### src/rtl/algo_refresh_sched_pkg.sv
// Shared types and helpers for the refresh scheduler: index/debt widths and
// the period-counter reload rule.
package algo_refresh_pkg;

    localparam int BITRBNK = 2;
    localparam int BITRROW = 8;
    localparam int BITDEBT = 3;
    localparam int BITCNT  = 8;

    typedef logic [BITRBNK-1:0] rbnk_t;
    typedef logic [BITRROW-1:0] rrow_t;
    typedef logic [BITDEBT-1:0] debt_t;
    typedef logic [BITCNT-1:0]  cnt_t;

    // Half-cycle mode stretches every other period by one cycle; the reset
    // load already gives the first period REFFREQ cycles.
    function automatic cnt_t reload_val(input int reffreq, input logic reffrhf,
                                        input logic phase);
        if (reffrhf && !phase) begin
            return cnt_t'(reffreq);
        end
        return cnt_t'(reffreq - 1);
    endfunction

endpackage

### src/rtl/algo_refresh_sched_if.sv
// Access/refresh bundle between the 2RW algorithm top (master) and the
// refresh scheduler (slave).
interface algo_refresh_sched_if #(
    parameter int NUMRWPT = 2,
    parameter int BITRBNK = 2,
    parameter int BITRROW = 8,
    parameter int BITDEBT = 3
);
    // acc_vld qualifies acc_rbnk per port each cycle; while stall=1 the
    // scheduler ignores acc_vld and the master must hold its requests.
    logic                       refr;
    logic [NUMRWPT-1:0]         acc_vld;
    logic [NUMRWPT*BITRBNK-1:0] acc_rbnk;
    logic                       ready;
    logic                       stall;
    logic                       refr_go;
    logic [BITRBNK-1:0]         refr_bank;
    logic [BITRROW-1:0]         refr_row;
    logic [BITDEBT-1:0]         debt;

    modport master (
        output refr, acc_vld, acc_rbnk,
        input  ready, stall, refr_go, refr_bank, refr_row, debt
    );

    modport slave (
        input  refr, acc_vld, acc_rbnk,
        output ready, stall, refr_go, refr_bank, refr_row, debt
    );

endinterface

### src/rtl/algo_refresh_tick.sv
// Refresh credit generator: internal period counter with optional
// alternating period, or pass-through of the external refresh pin.
module algo_refresh_tick
    import algo_refresh_pkg::*;
#(
    parameter int REFFREQ = 13,
    parameter int REFFRHF = 0,
    parameter int EXTREF  = 0
) (
    input  logic clk,
    input  logic rst,
    input  logic i_ready,
    input  logic i_refr,
    output logic o_tick
);

    cnt_t r_cnt;
    logic r_phase;

    assign o_tick = (EXTREF != 0) ? (i_refr & i_ready)
                                  : (i_ready & (r_cnt == '0));

    always_ff @(posedge clk) begin
        if (rst) begin
            r_cnt   <= cnt_t'(REFFREQ - 1);
            r_phase <= 1'b0;
        end else if (i_ready && (EXTREF == 0)) begin
            if (r_cnt == '0) begin
                r_cnt   <= reload_val(REFFREQ, (REFFRHF != 0), r_phase);
                r_phase <= ~r_phase;
            end else begin
                r_cnt <= r_cnt - cnt_t'(1);
            end
        end
    end

endmodule

### src/rtl/algo_refresh_sched.sv
// Refresh scheduler: accumulates refresh debt, steals conflict-free cycles
// round-robin over banks, and forces a refresh with stall at the debt limit.
module algo_refresh_sched
    import algo_refresh_pkg::*;
#(
    parameter int NUMRWPT = 2,
    parameter int NUMRBNK = 4,
    parameter int BITRBNK = algo_refresh_pkg::BITRBNK,
    parameter int NUMRROW = 256,
    parameter int BITRROW = algo_refresh_pkg::BITRROW,
    parameter int REFFREQ = 13,
    parameter int REFFRHF = 0,
    parameter int EXTREF  = 0,
    parameter int MAXDEBT = 3,
    parameter int BITDEBT = algo_refresh_pkg::BITDEBT
) (
    input  logic                 clk,
    input  logic                 rst,
    algo_refresh_sched_if.slave  bus
);

    logic  r_ready;
    rbnk_t r_ptr;
    rrow_t r_row;
    debt_t r_debt;

    logic  w_tick;
    logic  w_conflict;
    logic  w_stall;
    logic  w_go;

    algo_refresh_tick #(
        .REFFREQ (REFFREQ),
        .REFFRHF (REFFRHF),
        .EXTREF  (EXTREF)
    ) u_tick (
        .clk     (clk),
        .rst     (rst),
        .i_ready (r_ready),
        .i_refr  (bus.refr),
        .o_tick  (w_tick)
    );

    always_comb begin
        w_conflict = 1'b0;
        for (int i = 0; i < NUMRWPT; i++) begin
            if (bus.acc_vld[i] && (bus.acc_rbnk[i*BITRBNK +: BITRBNK] == r_ptr)) begin
                w_conflict = 1'b1;
            end
        end
    end

    // Gating with rst keeps a mid-operation reset cycle free of refreshes.
    assign w_stall = r_ready & ~rst & (r_debt == debt_t'(MAXDEBT));
    assign w_go    = r_ready & ~rst & (r_debt != '0) & (w_stall | ~w_conflict);

    always_ff @(posedge clk) begin
        if (rst) begin
            r_ready <= 1'b0;
            r_ptr   <= '0;
            r_row   <= '0;
            r_debt  <= '0;
        end else begin
            r_ready <= 1'b1;
            r_debt  <= r_debt + debt_t'(w_tick) - debt_t'(w_go);
            if (w_go) begin
                if (r_ptr == rbnk_t'(NUMRBNK - 1)) begin
                    r_ptr <= '0;
                    r_row <= (r_row == rrow_t'(NUMRROW - 1)) ? '0 : r_row + rrow_t'(1);
                end else begin
                    r_ptr <= r_ptr + rbnk_t'(1);
                end
            end
        end
    end

    assign bus.ready     = r_ready;
    assign bus.stall     = w_stall;
    assign bus.refr_go   = w_go;
    assign bus.refr_bank = r_ptr;
    assign bus.refr_row  = r_row;
    assign bus.debt      = r_debt;

endmodule
### src/flat_wrapper.sv
// flat-port wrapper written by rule: the top's interface ports become plain ports
module algo_refresh_sched_flat import algo_refresh_pkg::*;
#(
    parameter int NUMRWPT = 2,
    parameter int NUMRBNK = 4,
    parameter int BITRBNK = algo_refresh_pkg::BITRBNK,
    parameter int NUMRROW = 256,
    parameter int BITRROW = algo_refresh_pkg::BITRROW,
    parameter int REFFREQ = 13,
    parameter int REFFRHF = 0,
    parameter int EXTREF  = 0,
    parameter int MAXDEBT = 3,
    parameter int BITDEBT = algo_refresh_pkg::BITDEBT
)
  (clk, rst, bus_refr, bus_acc_vld, bus_acc_rbnk, bus_ready, bus_stall, bus_refr_go, bus_refr_bank, bus_refr_row, bus_debt);
  algo_refresh_sched_if #(.NUMRWPT(NUMRWPT), .BITRBNK(BITRBNK), .BITRROW(BITRROW), .BITDEBT(BITDEBT)) bus_i ();
  input  logic clk;
  input  logic rst;
  input wire logic [$bits(bus_i.refr)-1:0] bus_refr;
  input wire logic [$bits(bus_i.acc_vld)-1:0] bus_acc_vld;
  input wire logic [$bits(bus_i.acc_rbnk)-1:0] bus_acc_rbnk;
  output wire logic [$bits(bus_i.ready)-1:0] bus_ready;
  output wire logic [$bits(bus_i.stall)-1:0] bus_stall;
  output wire logic [$bits(bus_i.refr_go)-1:0] bus_refr_go;
  output wire logic [$bits(bus_i.refr_bank)-1:0] bus_refr_bank;
  output wire logic [$bits(bus_i.refr_row)-1:0] bus_refr_row;
  output wire logic [$bits(bus_i.debt)-1:0] bus_debt;
  assign bus_i.refr = bus_refr;
  assign bus_i.acc_vld = bus_acc_vld;
  assign bus_i.acc_rbnk = bus_acc_rbnk;
  assign bus_ready = bus_i.ready;
  assign bus_stall = bus_i.stall;
  assign bus_refr_go = bus_i.refr_go;
  assign bus_refr_bank = bus_i.refr_bank;
  assign bus_refr_row = bus_i.refr_row;
  assign bus_debt = bus_i.debt;
  algo_refresh_sched #(.NUMRWPT(NUMRWPT), .NUMRBNK(NUMRBNK), .BITRBNK(BITRBNK), .NUMRROW(NUMRROW), .BITRROW(BITRROW), .REFFREQ(REFFREQ), .REFFRHF(REFFRHF), .EXTREF(EXTREF), .MAXDEBT(MAXDEBT), .BITDEBT(BITDEBT)) u_core (.clk(clk), .rst(rst), .bus(bus_i));
endmodule
### config.mk
export PLATFORM = sky130hd
export DESIGN_NAME = algo_refresh_sched_flat
export DESIGN_NICKNAME = d
export VERILOG_FILES = /design/src/rtl/algo_refresh_sched_pkg.sv /design/src/rtl/algo_refresh_sched_if.sv /design/src/rtl/algo_refresh_tick.sv /design/src/rtl/algo_refresh_sched.sv /design/src/flat_wrapper.sv
export SDC_FILE = /design/constraint.sdc
export NUM_CORES = 1
export LEC_CHECK = 0
export BUFFER_PORTS_ARGS = -buffer_cell sky130_fd_sc_hd__buf_2
export CORE_UTILIZATION = 56
export DETAILED_ROUTE_END_ITERATION = 7
export PLACE_DENSITY = 0.82
export SYNTH_ARGS = -nofsm -noshare
export SYNTH_HDL_FRONTEND = slang
export SYNTH_SLANG_ARGS = --single-unit
### constraint.sdc
create_clock -name clk -period 3.3 [get_ports clk]
set_input_delay 0.495 -clock clk [delete_from_list [all_inputs] [get_ports clk]]
set_output_delay 0.495 -clock clk [all_outputs]
set_load 0.005 [all_outputs]
==> impl_metrics.toml, run 1 <==
[global_routing]
grt_pass1_wl_um = 3500
grt_max_degree = 15
antenna_found_initial = 0
grt.total_usage_pct = 23.8
grt_pass1_vias = 820
grt-ovfl-total = 0

[sta]
finalSetupViolCount = 0
hold_violations = 0
slew_headroom_pct = 70.9
tightest_slew_ns = 0.434
slew_violations = 0
final.setup_skew_ns = 0.00207
finalSetupTns_ns = 0
rsz0062_at_grt = "false"
fin_ws_ns = 0.880
period_share_pct = 73.3
fmax_mhz = 413
min_period_ns = 2.42

[setup_path]
cpLargestDelayFamily = "adder cells"
worstPathCellList = "nor3_1 > nor2_4 > nand3_4 > inv_1 > ha_1 > inv_1 > ha_1 > inv_1 > fa_1 > xor2_1 > xnor2_1 > nor2_1"
r2r_start = "u_core.bus.debt[1]"
rr_worst_depth = 12
arrival_ns = 2.64
critPathCaptureType = "register"
critPathMaxStageDelay_ns = 0.40
crit_path_top_delay_cell = "nor3_1"
cp_max_fo = 10
r2r_slack_ns = 0.88
startpoint_type = "register"
cp.required_ns = 3.52
worstSetupPathType = "register to register"
cp_num_buf_inv = 3
r2r_end = "u_core.bus.debt[2]"
crit_path_frequent_cell = "inv_1"

[finish]
nets = 159
n_antenna_cell = 0
multi_input_area_um2 = 621
drive_gt1_share_pct = 25.4
layout_common_cells = "buf_2, dfxtp_1, nor2_1, nand2_1, xnor2_1"
seq_area_um2 = 440
syn2layout_area_growth_pct = 16.6
final_common_cell = "buf_2"
fillers = 145

[placed_design]
gp_congestion = 0.739
dp_hpwl_um = 1520
io_buffers = 23
dp_slack_ns = 0.667

[clocking]
clk_latency_ns = 0.31
cts_buffers = 3
clk_pin_slew_ns = 0.13
post-cts-setup-buffers = 0
cts_buffer_depth = 2
ctsRootBufferMaster = "clkbuf_4"
cts_resized = 0
cts_tree = "done"
hold_buffers = 0
clock-sinks = 22
cts_max_level = 1

[flow_run]
maxCapViolations = 0

[logic_synthesis]
ys_types = 40
synth_seq_area_share_pct = 39.8
synth_area_per_cell_um2 = 9.37
synth_fp_nets = 134
yosysTopAreaCell = "dfxtp_1"
ys_seq_elements = 22
synth_area_mm2 = 0.00111
yosysWarnings = 0
synth_top_cell_area_share_pct = 39.8
synth.area.top_cells = "dfxtp_1, xnor2_1, ha_1, nor2_1, nand2_1"
synthCells = 118

[drt]
viasPerCell = 5.41
wirelength_um = 2150
drt_iter0_markers = 7
drtPass1Iterations = 4
drtAntennaViolNets = 0
wire_per_inst_um = 12.9
drc = 0
vias = 904

[run_status]
status = "completed"

[min_path]
hold_end = "u_core.u_tick.r_cnt[2]"
hold_path_class = "register to register"
whs_path_depth = 2
min-delay-start = "u_core.u_tick.r_cnt[2]"

[floorplan]
chipHeight_um = 46.4
die_width_um = 46.4
die-area_mm2 = 0.00216
io_pins = 25
initial_core_util_pct = 62.0
rows = 15
core_area_mm2 = 0.00178

[pwr]
leakage_nw = 0.563
max-vdd-ir-drop_v = 0.000324
power_density_mw_per_mm2 = 445
logic make-up (layout without fill, tap and decap cells):
kind of cell,after synthesis,count (layout),synth area share [%]
AND/OR/NAND/NOR,46,46,24.5
flip-flops,22,22,39.8
AO/OA/AOI/OAI,18,18,11.7
XOR/XNOR,12,12,9.50
buffers and inverters,11,35,4.07
adder cells (fa/ha/maj),7,7,8.60
multiplexers,2,2,1.81
how the worst max path moves through the flow:
stage                                   from            endpoint  slack, ns  cells past startpoint
after floorplan              bus_acc_rbnk[1]  u_core.bus.debt[2]       0.99                     12
after global placement                   rst  u_core.bus.debt[2]       0.72                     13
after detailed placement                 rst  u_core.bus.debt[2]       0.67                     13
after CTS                 u_core.bus.debt[1]  u_core.bus.debt[2]       0.85                     12
after global routing      u_core.bus.debt[1]  u_core.bus.debt[2]       0.71                     12
final                     u_core.bus.debt[1]  u_core.bus.debt[2]       0.88                     12
cell type report:
| type | count | share of cell area [%] |
|---|---|---|
| multi-input cells | 85 | 48.1 |
| flip-flops and latches | 22 | 34.1 |
| repair buffers | 23 | 8.92 |
| well taps | 25 | 2.42 |
| clock inverters | 1 | 2.33 |
| inverters | 8 | 2.33 |
| clock buffers | 3 | 1.75 |
power breakdown:
part / internal, mW / switching [mW] / total, mW
combinational: 0.0357 / 0.0396 / 0.0753
sequential: 0.277 / 0.0119 / 0.289
clock: 0.123 / 0.0863 / 0.209
layer usage:
metal	up-vias	GRT usage [%]	wire [µm]	part of all wire, %
met3	5	2.75	61	2.8
li1	465	-	-	-
met4	0	17.1	57	2.7
met1	418	26.8	935	44
met2	16	40.8	1090	51
met5	-	0	0	0
worst reg2reg max path: stages, from the launching register on:
cell     delay (ns)
dfxtp_1        0.38
nor3_1         0.40
nor2_4         0.08
nand3_4        0.15
inv_1          0.08
ha_1           0.28
inv_1          0.06
ha_1           0.13
inv_1          0.04
fa_1           0.37
xor2_1         0.17
xnor2_1        0.13
nor2_1         0.05
sequential cells by signal, indices dropped and copies added, names as in the netlist:
register / flops
u_core.bus.refr_bank: 2
u_core.bus.debt: 3
u_core.bus.refr_row: 8
u_core.bus.ready: 1
u_core.u_tick.r_cnt: 8
Yosys cell counts:
master / number
nand4_2: 2
and4b_1: 1
or2_2: 1
ha_1: 6
nor2_1: 13
nand3b_1: 2
nor2b_1: 2
buf_4: 1
mux2i_1: 2
a311oi_1: 2
a41oi_1: 1
and3_1: 2
o22ai_1: 1
nand2b_1: 1
nor2_4: 1
fa_1: 1
o31ai_1: 2
nand2_1: 10
o211ai_1: 1
nor3_1: 1
or4_1: 1
a211oi_1: 2
o41ai_1: 1
a21oi_1: 4
o21ai_0: 1
or3_2: 1
nand2b_2: 1
xor2_1: 3
nand3_1: 1
xnor2_1: 9
dfxtp_1: 22
nor4_1: 3
o21bai_1: 1
inv_1: 8
clkbuf_1: 2
nand4_1: 1
and4_2: 1
a31o_2: 1
nand3_4: 1
o311ai_0: 1
through the flow:
| step | power (mW) | std cells | area (µm²) | util [%] | hold slack, ns |
|---|---|---|---|---|---|
| 2_1_floorplan | 0.347 | 118 | 1110 | - | 0.440 |
| 3_3_place_gp | 0.365 | 163 | 1240 | 69.4 | 0.454 |
| 3_5_place_dp | 0.369 | 163 | 1240 | 69.4 | 0.462 |
| 4_1_cts | 0.579 | 167 | 1290 | 72.4 | 0.495 |
| 5_1_grt | 0.601 | 167 | 1290 | 72.4 | 0.515 |
| 6_report | 0.574 | 167 | 1290 | 72.4 | 0.494 |
(Power assumes the default switching activity.)
==> inputs of run 2 (changes only) <==
- ABC_AREA: default -> 1
- CORE_UTILIZATION: 56 -> 54
- PLACE_DENSITY: 0.82 -> 0.78
- clock period: 3.3 -> 2.25 ns (I/O delays scaled with it)
==> run 2 against run 1 <==
Effect of this change:
- utilization down 3.7 points
- largest cell class unchanged
- wire length up 22%
- clock skew up 0.019 ns
- sequential share of layout area down 5.2 points
- critical path type unchanged
- synthesized cell count up 64%
- non-clock buffer count up 6
- clock power up 48%
- register-to-register slack worse by 0.69 ns
- largest power group unchanged
- die area up 22%
==> impl_metrics.toml, run 2 <==
[sta]
finalSetupTns_ns = 0
fin_ws_ns = 0.185
hold_violations = 0
slew_violations = 0
finalSetupViolCount = 0
min_period_ns = 2.07
period_share_pct = 91.8
tightest_slew_ns = 0.291
fmax_mhz = 484
final.setup_skew_ns = 0.0212
rsz0062_at_grt = "false"
slew_headroom_pct = 80.6

[logic_synthesis]
synth_area_per_cell_um2 = 6.79
synth_compound_area_share_pct = 7.82
synthMuxAreaShare_pct = 0
ys_seq_elements = 22
yosys.area_share.simple_pct = 35.6
synth_fp_nets = 209
synth_edf_count = 0
yosysWarnings = 0
synthArstFlopShare_pct = 0
yosysTopAreaCell = "dfxtp_1"
synthCells = 193
synth_area_mm2 = 0.00131
synthAdderAreaFrac_pct = 7.25
ys_types = 26
yosys.cell_count.top_type = "nand2_1"
synth_top_family_by_area = "simple AND/OR/NAND/NOR gates"
yosys-top-cells-count = "nand2_1, inv_1, nor2_1, dfxtp_1, a21oi_1"
synth_top_cell_area_share_pct = 33.6
synthXorXnorAreaFrac_pct = 2.67
synth_seq_area_share_pct = 33.6
synth_ff_type = "dfxtp_1"
synth.area.top_cells = "dfxtp_1, nand2_1, inv_1, nor2_1, ha_1"

[pwr]
max-vdd-ir-drop_v = 0.000505
finalPower_uw = 864
leakage_nw = 0.809
power_density_mw_per_mm2 = 559

[finish]
n_antenna_cell = 0
drive_gt1_share_pct = 24.2
layout_common_cells = "nand2_1, nor2_1, inv_1, buf_2, dfxtp_1"
syn2layout_area_growth_pct = 18.0
stdcell_count = 251
nets = 240
fillers = 198
final_area_mm2 = 0.00155
final_common_cell = "nand2_1"

[drt]
wl_met3_um = 101
viasPerCell = 4.97
drt_iter0_markers = 17
drtPass1Iterations = 4
wire_per_inst_um = 10.4
vias = 1247
wl_met2_um = 1310
drtAntennaViolNets = 0
wirelength_um = 2610
wl_met1_um = 1160
top_layer = "met4"
drc = 0

[clocking]
cts_buffers = 3
clock-sinks = 22
clk_pin_slew_ns = 0.14
ctsRootBufferMaster = "clkbuf_4"
cts_tree = "done"
cts_buffer_depth = 2
clk_latency_ns = 0.32
cts_max_level = 1
hold_buffers = 0

[placed_design]
dp.cells = 246
dpl-instance-area_mm2 = 0.00147
dp_slack_ns = 0.0372
gp_congestion = 0.814
dp_hpwl_um = 1990
io_buffers = 23

[setup_path]
worstPathCellList = "inv_2 > nand2_1 > nand2_1 > nand3_2 > nand2_2 > nand2_4 > nand2_4 > inv_2 > ha_1 > inv_1 > ha_1 > inv_1 > fa_2 > inv_1 > o21ai_0 > a21oi_1"
worstSetupPathType = "register to register"
cp.required_ns = 2.50
cp_num_buf_inv = 5
r2r_slack_ns = 0.18
path_depth = 16
critPathMaxStageDelay_ns = 0.39
cpLargestDelayFamily = "adder cells"
crit_start = "u_core.bus.refr_bank[1]"
cp-endpoint = "u_core.bus.debt[2]"
startpoint_type = "register"
crit_path_frequent_cell = "inv_1"
cp_max_fo = 6
arrival_ns = 2.31
critPathCaptureType = "register"
crit_path_top_delay_cell = "dfxtp_4"
r2r_start = "u_core.bus.refr_bank[1]"
r2r_end = "u_core.bus.debt[2]"
rr_worst_depth = 16

[global_routing]
antenna_found_initial = 0
grt_max_degree = 14
grt_pass1_wl_um = 4370
grt_pass1_vias = 1105
grt-ovfl-total = 0
grt.total_usage_pct = 22.6

[floorplan]
initial_core_util_pct = 58.2
die-area_mm2 = 0.00263
io_pins = 25
core_area_mm2 = 0.00225
chipHeight_um = 51.3
die_width_um = 51.3
rows = 17

[min_path]
hold_path_class = "input port to register"

[run_status]
status = "completed"

[flow_run]
maxCapViolations = 0
run 2: cell count changes in the layout (fill, tap and decap cells not counted), moves of 6 or more:
cell	change
nand2_1	+33
inv_1	+24
nor2_1	+20
xnor2_1	-8
buf_4	+6
nand3_1	+6
nand4_1	+6
run 2: worst min-delay path: stages:
cell and delay (ns):
buf_2 0.10, buf_4 0.14, a21oi_1 0.04
run 2: layout make-up:
type	count	area (µm²)	area share, %
multi-input combinational	131	713	46.1
sequential	22	448	28.9
timing repair buffer	29	160	10.3
clock buffer	3	22.5	1.46
tap	28	35.0	2.26
inverter	37	139	8.97
clock inverter	1	30.0	1.94
run 2: how the worst min path moves through the flow:
stage	to	depth (start not counted)	from	slack, ns
after global placement	u_core.u_tick.r_cnt[0]	2	u_core.u_tick.r_cnt[0]	0.45
after global routing	u_core.bus.refr_row[3]	3	rst	0.31
after detailed placement	u_core.u_tick.r_cnt[0]	2	u_core.u_tick.r_cnt[0]	0.46
after CTS	u_core.bus.refr_row[3]	3	rst	0.31
after floorplan	u_core.bus.refr_row[3]	1	rst	0.41
final	u_core.bus.refr_row[3]	3	rst	0.32
run 2: stage by stage:
step	util [%]	hold WS, ns
finish	68.6	0.323
global route	68.6	0.307
CTS	67.4	0.306
detailed placement	65.0	0.461
global placement	65.0	0.453
floorplan	-	0.407
run 2: power breakdown:
group	switching (mW)	internal [mW]	leakage, nW
registers	0.0177	0.406	0.180
logic	0.0750	0.0574	0.600
clock network	0.129	0.180	0.0279
run 2: timing repair:
item                                    CTS  global route
gates resized for setup                   0             9
setup buffers                             0             1
endpoints found under the setup margin    0             2
run 2: kinds of logic (layout without fill, tap and decap cells):
group | after synthesis | in the layout
xor+xnor | 4 | 4
simple gates | 103 | 103
compound gates | 17 | 17
flops | 22 | 22
buf+inv | 40 | 70
fa+ha+maj | 7 | 7
run 2: layer usage:
| layer | track usage, % | up-vias |
|---|---|---|
| li1 | - | 659 |
| met1 | 25.4 | 559 |
| met2 | 40.8 | 24 |
| met3 | 5.36 | 5 |
| met4 | 8.56 | 0 |
| met5 | 0 | - |
